==> src/rtl/spraid_pkg.sv <==
// ============================================================================
// Module      : spraid_pkg
// Description : Shared RAID mode codes, controller state encoding and the
//               logical-to-physical address map function.
// Revision    : 1.0 - initial release
// ============================================================================
`default_nettype none

package spraid_pkg;

  localparam logic [3:0] c_raid1 = 4'd0;
  localparam logic [3:0] c_raid0 = 4'd1;
  localparam logic [3:0] c_raid5 = 4'd5;

  typedef enum logic [2:0] {
    IDLE     = 3'd0,
    ISSUE    = 3'd1,
    WAIT     = 3'd2,
    RMW_CALC = 3'd3,
    DONE     = 3'd4
  } state_t;

  typedef struct packed {
    logic        ok;
    logic [7:0]  mask;
    logic [2:0]  data_drv;
    logic [2:0]  par_drv;
    logic [31:0] daddr;
  } map_t;

  // Unsupported modes leave ok=0 and an empty mask, so nothing gets strobed.
  function automatic map_t map_addr(input logic [31:0] addr, input logic [3:0] mode,
                                    input int unsigned n);
    map_t        m;
    logic [31:0] row;
    logic [31:0] slot;
    logic [31:0] par;
    m = '0;
    row = '0;
    slot = '0;
    par = '0;
    case (mode)
      c_raid0: begin
        m.ok       = 1'b1;
        m.data_drv = 3'(addr % n);
        m.mask     = 8'(1) << m.data_drv;
        m.daddr    = addr / n;
      end
      c_raid1: begin
        m.ok    = 1'b1;
        m.daddr = addr;
        for (int unsigned i = 0; i < 8; i++) begin
          if (i < n) m.mask[i] = 1'b1;
        end
      end
      c_raid5: begin
        row        = addr / (n - 1);
        slot       = addr % (n - 1);
        par        = row % n;
        m.ok       = 1'b1;
        m.par_drv  = 3'(par);
        m.data_drv = (slot < par) ? 3'(slot) : 3'(slot + 1);
        m.mask     = (8'(1) << m.data_drv) | (8'(1) << m.par_drv);
        m.daddr    = row;
      end
      default: m = '0;
    endcase
    return m;
  endfunction

endpackage

`default_nettype wire

==> src/rtl/spraid_map.sv <==
// ============================================================================
// Module      : spraid_map
// Description : Combinational address map from (addr, mode) to drive mask,
//               data/parity drive indices and the shared drive address.
// Revision    : 1.0 - initial release
// ============================================================================
`default_nettype none

module spraid_map
  import spraid_pkg::*;
#(
  parameter int NUM_DRIVES = 4,
  parameter int ADDR_W     = 16
) (
  input  logic [31:0]           addr,
  input  logic [3:0]            mode,
  output logic                  mode_ok,
  output logic [NUM_DRIVES-1:0] drive_mask,
  output logic [2:0]            data_drv,
  output logic [2:0]            parity_drv,
  output logic [ADDR_W-1:0]     drv_addr
);

  map_t w_map;
  logic w_unused_map;

  assign w_map      = map_addr(addr, mode, 32'(NUM_DRIVES));
  assign mode_ok    = w_map.ok;
  assign drive_mask = w_map.mask[NUM_DRIVES-1:0];
  assign data_drv   = w_map.data_drv;
  assign parity_drv = w_map.par_drv;
  // Upper address bits are dropped silently; the drive address space wraps.
  assign drv_addr   = w_map.daddr[ADDR_W-1:0];
  assign w_unused_map = ^w_map;

endmodule

`default_nettype wire

==> src/rtl/spraid_n.sv <==
// ============================================================================
// Module      : spraid_n
// Description : N-drive RAID0/1/5 controller with read-modify-write parity.
//               Optional macro SPRAID_PARITY_CHECK_EN: RAID5 reads fetch the
//               whole row and flag a nonzero XOR.
// Revision    : 1.0 - initial release
// ============================================================================
`default_nettype none

module spraid_n
  import spraid_pkg::*;
#(
  parameter int NUM_DRIVES  = 4,
  parameter int DATA_W      = 8,
  parameter int ADDR_W      = 16,
  parameter int TIMEOUT_CYC = 4096
) (
  input  logic                         clk,
  input  logic                         reset,
  input  logic [3:0]                   raid_type,
  input  logic                         req_valid,
  output logic                         req_ready,
  input  logic                         req_write,
  input  logic [31:0]                  req_addr,
  input  logic [DATA_W-1:0]            req_wdata,
  output logic                         rsp_valid,
  output logic [DATA_W-1:0]            rsp_rdata,
  output logic                         rsp_err,
  output logic [NUM_DRIVES-1:0]        drv_read,
  output logic [NUM_DRIVES-1:0]        drv_write,
  output logic [ADDR_W-1:0]            drv_addr,
  output logic [NUM_DRIVES*DATA_W-1:0] drv_wdata,
  input  logic [NUM_DRIVES*DATA_W-1:0] drv_rdata,
  input  logic [NUM_DRIVES-1:0]        drv_busy
);

  localparam int                 c_cnt_w   = $clog2(TIMEOUT_CYC + 1);
  localparam logic [c_cnt_w-1:0] c_timeout = c_cnt_w'(TIMEOUT_CYC);

  state_t                r_state;
  state_t                w_state_next;
  logic [3:0]            r_mode;
  logic [31:0]           r_addr;
  logic                  r_write;
  logic                  r_phase_wr;
  logic [DATA_W-1:0]     r_wdata;
  logic [DATA_W-1:0]     r_old_d;
  logic [DATA_W-1:0]     r_old_p;
  logic [DATA_W-1:0]     r_parity;
  logic [DATA_W-1:0]     r_rdata;
  logic                  r_err;
  logic [c_cnt_w-1:0]    r_cnt;

  logic                  w_map_ok;
  logic [NUM_DRIVES-1:0] w_map_mask;
  logic [2:0]            w_data_drv;
  logic [2:0]            w_par_drv;
  logic [NUM_DRIVES-1:0] w_sel;
  logic                  w_wait_done;
  logic                  w_timeout;
  logic                  w_rmw;
  logic [DATA_W-1:0]     w_slice;
  logic [DATA_W-1:0]     w_rd_d;
  logic [DATA_W-1:0]     w_rd_p;
  logic                  w_mismatch;
`ifdef SPRAID_PARITY_CHECK_EN
  logic [DATA_W-1:0]     w_xor;
`endif

  spraid_map #(
    .NUM_DRIVES(NUM_DRIVES),
    .ADDR_W    (ADDR_W)
  ) u_map (
    .addr      (r_addr),
    .mode      (r_mode),
    .mode_ok   (w_map_ok),
    .drive_mask(w_map_mask),
    .data_drv  (w_data_drv),
    .parity_drv(w_par_drv),
    .drv_addr  (drv_addr)
  );

  // RAID5 reads touch only the data drive unless the whole row is verified.
  always_comb begin
    w_sel = w_map_mask;
    if (r_mode == c_raid5 && !r_write) begin
`ifdef SPRAID_PARITY_CHECK_EN
      w_sel = '1;
`else
      w_sel = NUM_DRIVES'(1) << w_data_drv;
`endif
    end
  end

  always_comb begin
    w_slice    = '0;
    w_rd_d     = '0;
    w_rd_p     = '0;
    w_mismatch = 1'b0;
`ifdef SPRAID_PARITY_CHECK_EN
    w_xor      = '0;
`endif
    for (int i = 0; i < NUM_DRIVES; i++) begin
      w_slice = drv_rdata[i*DATA_W +: DATA_W];
      if (3'(i) == w_data_drv) w_rd_d = w_slice;
      if (3'(i) == w_par_drv) w_rd_p = w_slice;
      if (w_slice != drv_rdata[DATA_W-1:0]) w_mismatch = 1'b1;
`ifdef SPRAID_PARITY_CHECK_EN
      w_xor = w_xor ^ w_slice;
`endif
    end
  end

  for (genvar i = 0; i < NUM_DRIVES; i++) begin : g_wdata
    assign drv_wdata[i*DATA_W +: DATA_W] =
        (r_mode == c_raid5 && 3'(i) == w_par_drv) ? r_parity : r_wdata;
  end

  assign w_rmw = (r_mode == c_raid5) && r_write && !r_phase_wr;

  always_ff @(posedge clk or negedge reset) begin
    if (!reset) r_state <= IDLE;
    else        r_state <= w_state_next;
  end

  always_comb begin
    w_state_next = r_state;
    req_ready    = 1'b0;
    rsp_valid    = 1'b0;
    rsp_err      = 1'b0;
    drv_read     = '0;
    drv_write    = '0;
    w_wait_done  = 1'b0;
    w_timeout    = 1'b0;
    case (r_state)
      IDLE: begin
        req_ready = 1'b1;
        if (req_valid) w_state_next = ISSUE;
      end
      ISSUE: begin
        if (r_phase_wr) drv_write = w_sel;
        else            drv_read  = w_sel;
        w_state_next = WAIT;
      end
      WAIT: begin
        // First WAIT cycle gives the drives time to raise busy.
        if (r_cnt != '0 && (drv_busy & w_sel) == '0) begin
          w_wait_done  = 1'b1;
          w_state_next = w_rmw ? RMW_CALC : DONE;
        end else if (r_cnt >= c_timeout) begin
          w_timeout    = 1'b1;
          w_state_next = DONE;
        end
      end
      RMW_CALC: w_state_next = ISSUE;
      DONE: begin
        rsp_valid    = 1'b1;
        rsp_err      = r_err;
        w_state_next = IDLE;
      end
      default: w_state_next = IDLE;
    endcase
  end

  always_ff @(posedge clk or negedge reset) begin
    if (!reset) begin
      r_mode     <= '0;
      r_addr     <= '0;
      r_write    <= 1'b0;
      r_phase_wr <= 1'b0;
      r_wdata    <= '0;
      r_old_d    <= '0;
      r_old_p    <= '0;
      r_parity   <= '0;
      r_rdata    <= '0;
      r_err      <= 1'b0;
      r_cnt      <= '0;
    end else begin
      case (r_state)
        IDLE: begin
          if (req_valid) begin
            r_mode     <= raid_type;
            r_addr     <= req_addr;
            r_write    <= req_write;
            r_wdata    <= req_wdata;
            r_phase_wr <= req_write && (raid_type != c_raid5);
            r_rdata    <= '0;
            r_err      <= 1'b0;
          end
        end
        ISSUE: r_cnt <= '0;
        WAIT: begin
          r_cnt <= r_cnt + 1'b1;
          if (w_wait_done) begin
            if (!w_map_ok) begin
              r_err <= 1'b1;
            end else if (!r_phase_wr) begin
              r_old_d <= w_rd_d;
              r_old_p <= w_rd_p;
              if (!r_write) r_rdata <= w_rd_d;
              if (r_mode == c_raid1 && w_mismatch) r_err <= 1'b1;
`ifdef SPRAID_PARITY_CHECK_EN
              if (r_mode == c_raid5 && !r_write && w_xor != '0) r_err <= 1'b1;
`endif
            end
          end else if (w_timeout) begin
            r_err <= 1'b1;
          end
        end
        RMW_CALC: begin
          r_parity   <= r_old_p ^ r_old_d ^ r_wdata;
          r_phase_wr <= 1'b1;
        end
        default: ;
      endcase
    end
  end

  assign rsp_rdata = r_rdata;

endmodule

`default_nettype wire

==> config.mk <==
export PLATFORM = sky130hd
export DESIGN_NAME = spraid_n
export DESIGN_NICKNAME = d
export VERILOG_FILES = /design/src/rtl/spraid_pkg.sv /design/src/rtl/spraid_map.sv /design/src/rtl/spraid_n.sv
export SDC_FILE = /design/constraint.sdc
export NUM_CORES = 1
export LEC_CHECK = 0
export CAP_MARGIN = 30
export CORE_MARGIN = 2
export CORE_UTILIZATION = 55
export DETAILED_ROUTE_END_ITERATION = 10
export GPL_TIMING_DRIVEN = 0
export PLACE_DENSITY = 0.85
export SYNTH_ARGS = -nofsm -noshare
export SYNTH_HDL_FRONTEND = slang
export SYNTH_SLANG_ARGS = --single-unit
==> constraint.sdc <==
create_clock -name clk -period 20.4 [get_ports clk]
set_input_delay 4.08 -clock clk [delete_from_list [all_inputs] [get_ports clk]]
set_output_delay 4.08 -clock clk [all_outputs]
set_load 0.005 [all_outputs]
# [After elaboration in Yosys (flattened, before gate mapping)]
# Cells that the tools add are included.
[word_totals] input_bits=84 regBits=95 word_cells=135
[classes] muxes=55 shift=4 bitwise_logic=5 reduce_logical=28 n_div=2 n_eq_ne=25 n_addsub=2 magnitude_cmp=2
[ops] cell="two-way mux 8 bit" count=17
[ops] cell="case mux 16 bit (3 select lines)" count=1
[ops] cell="divider 32 x 2 -> 32 bit, second input constant" count=1
[ops] cell="< comparator 32 x 2 -> 1 bit" count=1
[ops] cell="remainder unit 32 x 2 -> 32 bit, second input constant" count=1
[ops] cell="case mux 13 bit (2 select lines)" count=1
[ops] cell="inequality test 8 bit" count=3
[ops] cell="two-way mux 4 bit" count=5
[ops] cell="two-way mux 1 bit" count=19
[ops] cell="case mux 8 bit (2 select lines)" count=1
[ops] cell="bitwise XOR 8 bit" count=2
[ops] cell="two-way mux 3 bit" count=5
[ops] cell="adder 13 x 1 -> 13 bit, second input constant" count=1
[ops] cell=">= comparator 13 bit, second input constant" count=1
[ops] cell="nonzero test 13 bit" count=1
[ops] cell="equality test 2 x 3 -> 1 bit, first input constant" count=4
[ops] cell="case mux 3 bit (4 select lines)" count=1
[ops] cell="case mux 4 bit (3 select lines)" count=1
[ops] cell="logical AND 1 bit" count=10
[ops] cell="inequality test 2 bit, second input constant" count=5
[ops] cell="logical NOT 3 bit" count=3
[ops] cell="logical NOT 4 bit" count=2
[ops] cell="inequality test 4 bit, second input constant" count=2
[ops] cell="<< shifter 1 x 2 -> 4 bit, first input constant" count=2
[ops] cell="other kinds (23)" count=33

# [Depth between registers and ports, before layout]
[logic_depth] word_depth=15 depth_mapped=51 ltp_nobuf=39

# [Hierarchy]
# A second synthesis with hierarchy kept.
[unflattened] hier_cells=1191 hier_area_um2=9519.1
[modules_own_cells] mod="spraid_n" seq_area_each_um2=2377.3 cells_per_inst=558 area_per_inst_um2=5479.0 instances=1
[modules_own_cells] mod="spraid_map" seq_area_each_um2=0.0 cells_per_inst=633 area_per_inst_um2=4040.1 instances=1

# [Least setup slack after synthesis]
# Ideal clock, no wire load.
[synth_path] kind="register -> output" startpoint="register r_addr[27]" endpoint="output port drv_read[3]" setup_slack_ns=6.429 n_path_buf=4 t_arrival_ns=9.891 stages_incl_launch_ff=43 t_required_ns=16.320 cell_sequence="dfrtp_1 > or4b_1 > mux2i_1 > o22ai_1 > and2_1 > buf_6 > a31oi_2 > o2111ai_1 > or4_1 > a31o_2 > nand2_1 > buf_2 > mux2_1 > a32oi_1 > nand4_1 > a211oi_4 > nand2_2 > a221o_1 > [... 7 more ...] > ha_1 > inv_1 > and4_1 > a21o_1 > ha_1 > clkbuf_1 > nor3b_4 > inv_2 > a21o_1 > ha_1 > a21oi_1 > o21ai_1 > or2_1 > o31ai_2 > nor2_1 > nor3_1 > nor3_1 > nor4_1"
[synth_via] elab_chain_len=9 word_cells_on_any_way=14 cone_classes="add/sub: 1; div: 2; order compare: 1; shift: 3; mux: 6; bitwise: 1"
[synth_lines] element="start, declared" line_no="spraid_n.sv:43" rtl="logic [31:0] r_addr;"
[synth_lines] element="start signal, assigned" line_no="spraid_n.sv:183" rtl="r_addr <= req_addr;"
[synth_lines] element="remainder unit 32 x 2 -> 32 bit / divider 32 x 2 -> 32 bit (equally long branches)" line_no="spraid_pkg.sv:58, spraid_pkg.sv:57"
[synth_lines] element="< comparator 32 x 2 -> 1 bit / adder 3 x 1 -> 3 bit (equally long branches)" line_no="spraid_pkg.sv:62" rtl="m.data_drv = (slot < par) ? 3'(slot) : 3'(slot + 1);"
[synth_lines] element="two-way mux 3 bit" line_no="spraid_pkg.sv:62"
[synth_lines] element="<< shifter 1 x 3 -> 4 bit" line_no="spraid_pkg.sv:63" rtl="m.mask = (8'(1) << m.data_drv) | (8'(1) << m.par_drv);"
[synth_lines] element="OR 4 bit" line_no="spraid_pkg.sv:63"
[synth_lines] element="case mux 4 bit (3 select lines)" line_no="spraid_pkg.sv:42" rtl="case (mode)"
[synth_lines] element="two-way mux 4 bit (*)" line_no="spraid_n.sv:86" rtl="if (r_mode == c_raid5 && !r_write) begin"
[synth_lines] element="two-way mux 4 bit (*)" line_no="spraid_n.sv:141" rtl="if (r_phase_wr) drv_write = w_sel;"
[synth_lines] element="two-way mux 4 bit (*)" line_no="spraid_n.sv:135" rtl="case (r_state)"
[synth_lines] element="end, declared" line_no="spraid_n.sv:29" rtl="output logic [NUM_DRIVES-1:0] drv_read,"
# Every way passes the cells marked *; elsewhere a longest branch is shown, timed or not.

# [Worst setup path in the final report]
# Ends and elaborated chain as after synthesis.

==> impl_metrics.env <==
export IMPL_status="completed"
export IMPL_clock_sinks=95
export IMPL_gp_congestion=0.985
export IMPL_dieArea_sq_um=18800
export IMPL_viasPerCell=6.53
export IMPL_cts_resized=0
export IMPL_vias=10800
export IMPL_critPathSlowestCell="nor3_1"
export IMPL_wl_mm=31.9
export IMPL_cts_htree_levels=3
export IMPL_globalRouteOverflowTotal=0
export IMPL_setup_viol=0
export IMPL_timing_rr_start="r_addr[27]"
export IMPL_synthFlopType="dfrtp_1"
export IMPL_cp_required_ps=16320
export IMPL_maxCapViolations=0
export IMPL_fin_tns_setup_ps=0
export IMPL_final_layout_size_suffix_gt1_share_pct=9.84
export IMPL_hold_depth=2
export IMPL_syn_nets=1355
export IMPL_reg2reg_slack_ps=8310
export IMPL_io_buffers=150
export IMPL_synth_top_cell_area_share_pct=24.4
export IMPL_synth_edff_count=0
export IMPL_hold_class="flop to flop"
export IMPL_grt_pass1_vias=9767
export IMPL_syn_inst=1264
export IMPL_min_delay_worst_endpoint="r_err"
export IMPL_drtIter0Drc=1192
export IMPL_antenna_left=0
export IMPL_skew_ps=11.9
export IMPL_hold_violations=0
export IMPL_worstReg2RegEnd="r_old_d[6]"
export IMPL_fin_util_pct=68.7
export IMPL_synth_top_cell_by_area="dfrtp_1"
export IMPL_synthTopCellsByArea="dfrtp_1, nand2_1, mux2i_1"
export IMPL_cts_max_path_buffers=2
export IMPL_drtPass1Iterations=6
export IMPL_track_usage_pct=33.3
export IMPL_ff_latch_area_sq_um=2380
export IMPL_ctsHoldBuffers=0
export IMPL_grt_start_max_net_pins=67
export IMPL_synthesis_area_sq_um=9760
export IMPL_critPathMaxFanout=10
export IMPL_final_nets=1519
export IMPL_root_buffer="clkbuf_16"
export IMPL_die_y_um=137
export IMPL_ys_ff_latch=95
export IMPL_fp_dieW_um=137
export IMPL_grt_pass1_wl_mm=49.7
export IMPL_worstMarginPinSlew_ps=884
export IMPL_yosysSeqAreaShare_pct=24.4
export IMPL_max_stage_delay_ps=750
export IMPL_rows=48
export IMPL_crit_arrival_ps=12510
export IMPL_maxSlewViolCount=0
export IMPL_cts_made_buffers=9
export IMPL_dp_hpwl_mm=23.6
export IMPL_critPathKind="flop to output port"
export IMPL_avgSynthCellArea_sq_um=7.72
export IMPL_endpoint_kind="output port"
export IMPL_crit_path_frequent_cell="ha_1"
export IMPL_slew_headroom_pct=40.6
export IMPL_post_route_period_util_pct=81.3
export IMPL_async_reset_ff_share_pct=100
export IMPL_start_util_pct=56.4
export IMPL_path_clk_slew_ps=80
export IMPL_synthToLayoutAreaGrowth_pct=21.7
export IMPL_drcViolationCount=0
export IMPL_start_kind="flop"
export IMPL_cts_tree="built"
export IMPL_layout_min_cycle_time_ps=16590
export IMPL_routedWlPerCell_um=19.2
export IMPL_ioPinCount=151
export IMPL_coreArea_sq_um=17300
export IMPL_synth_cell_type_count=113
export IMPL_rr_worst_depth=46
export IMPL_clock_latency_ps=370
export IMPL_fmaxAchievable_mhz=60.3
export IMPL_antenna_found_initial=0
export IMPL_ys_warn_count=0
export IMPL_multi_input_area_sq_um=6870
export IMPL_rsz0062_at_grt="false"
export IMPL_num_fill_cells=1472
export IMPL_post_cts_buffers=0
export IMPL_hold_start="r_err"
==> critical path: cells and delay by family (launching register included) <==
family                     cells  cell delay [ps]
and+or+nand+nor               16             4910
muxes                          2              540
buffers and inverters          7             1570
DFF                            1              470
AOI/OAI and AO/OA             15             4000
adders and majority gates      3              620
==> final cells by class <==
cell class	instances	share of cell area [%]
Inverter	34	1.07
Antenna cell	1	0.0211
Buffer	89	3.25
Sequential cell	95	20.0
Multi-Input combinational cell	1046	57.8
Clock buffer	10	2.01
Clock inverter	6	0.485
Tap cell	225	2.37
Timing Repair Buffer	153	13.0
==> Yosys cell counts, types with 5 or more instances <==
| cell type | count |
|---|---|
| or3_1 | 9 |
| a22oi_1 | 9 |
| a2111oi_0 | 8 |
| buf_1 | 6 |
| clkbuf_1 | 64 |
| mux2i_1 | 46 |
| o21ai_1 | 9 |
| nor2b_1 | 10 |
| a211oi_1 | 17 |
| or2_2 | 6 |
| a22o_1 | 11 |
| nand2_1 | 227 |
| nor3b_1 | 7 |
| mux2_1 | 8 |
| and2_1 | 13 |
| dfrtp_1 | 95 |
| o31ai_1 | 9 |
| a31oi_1 | 10 |
| and3_1 | 19 |
| nor2_1 | 85 |
| inv_1 | 31 |
| o2bb2ai_1 | 10 |
| mux2_4 | 11 |
| xor2_1 | 19 |
| nand2b_1 | 15 |
| nor4_1 | 13 |
| o2111ai_1 | 6 |
| nor3_1 | 39 |
| o211ai_1 | 10 |
| o22ai_1 | 29 |
| a21o_1 | 5 |
| nand3_1 | 46 |
| mux2_2 | 37 |
| ha_1 | 7 |
| a21oi_1 | 52 |
| o21ai_0 | 73 |
| nand4_1 | 20 |
| xnor2_1 | 18 |
| buf_2 | 12 |
==> logic make-up (layout without fill, tap and decap cells) <==
group	after synthesis	after routing	share of synthesized area, %
multiplexers	102	102	11.6
other	0	1	0
XOR/XNOR	37	37	3.32
AND/OR/NAND/NOR	548	548	27.5
flip-flops	95	95	24.4
buffers and inverters	123	292	5.27
adder cells (fa/ha/maj)	8	8	1.00
AO/OA/AOI/OAI	351	351	27.0
==> placed cells by master (no fill, tap or decap), types with 17 or more instances in the layout <==
cell type	Yosys	layout
a211oi_1	17	17
a21oi_1	52	52
and3_1	19	19
clkbuf_1	64	64
clkdlybuf4s50_1	0	149
dfrtp_1	95	95
inv_1	31	31
mux2_2	37	37
mux2i_1	46	46
nand2_1	227	227
nand3_1	46	46
nand4_1	20	20
nor2_1	85	85
nor3_1	39	39
o21ai_0	73	73
o22ai_1	29	29
xnor2_1	18	18
xor2_1	19	19
==> sequential cells by signal, summed over array words and instances, names as in the netlist <==
| signal | count |
|---|---|
| r_wdata | 8 |
| r_cnt | 13 |
| r_write | 1 |
| r_state | 3 |
| r_phase_wr | 1 |
| r_parity | 8 |
| r_old_d | 8 |
| rsp_rdata | 8 |
| r_addr | 32 |
| r_err | 1 |
| r_old_p | 8 |
| r_mode | 4 |
==> worst max-delay path by stage <==
stage | cells past startpoint | slack, ps | end | start
global route | 45 | 3020 | drv_read[3] | r_addr[28]
floorplan | 42 | 6430 | drv_read[3] | r_addr[27]
finish | 43 | 3810 | drv_read[3] | r_addr[27]
CTS | 43 | 4020 | drv_read[3] | r_addr[27]
detailed placement | 43 | 4430 | drv_read[3] | r_addr[27]
global placement | 43 | 4590 | drv_read[3] | r_addr[27]
==> layer usage <==
layer	track usage [%]	vias up	wire (um)
met4	14.9	0	1200
met2	52.0	606	14500
li1	-	5023	-
met1	45.3	5113	13400
met5	0	-	0
met3	5.37	91	2730
==> through the flow <==
| stage | setup slack, ps | hold slack, ps | cell area (sq um) | std cells |
|---|---|---|---|---|
| 3_5_place_dp | 4430 | 480 | 11600 | 1641 |
| 3_3_place_gp | 4590 | 468 | 11500 | 1639 |
| 5_1_grt | 3020 | 522 | 11900 | 1658 |
| 2_1_floorplan | 6430 | 441 | 9760 | 1264 |
| 6_report | 3810 | 495 | 11900 | 1659 |
| 4_1_cts | 4020 | 498 | 11900 | 1657 |
Power is not shown: default switching activity piles up to over one toggle a cycle in this logic, so the estimate is an artifact.
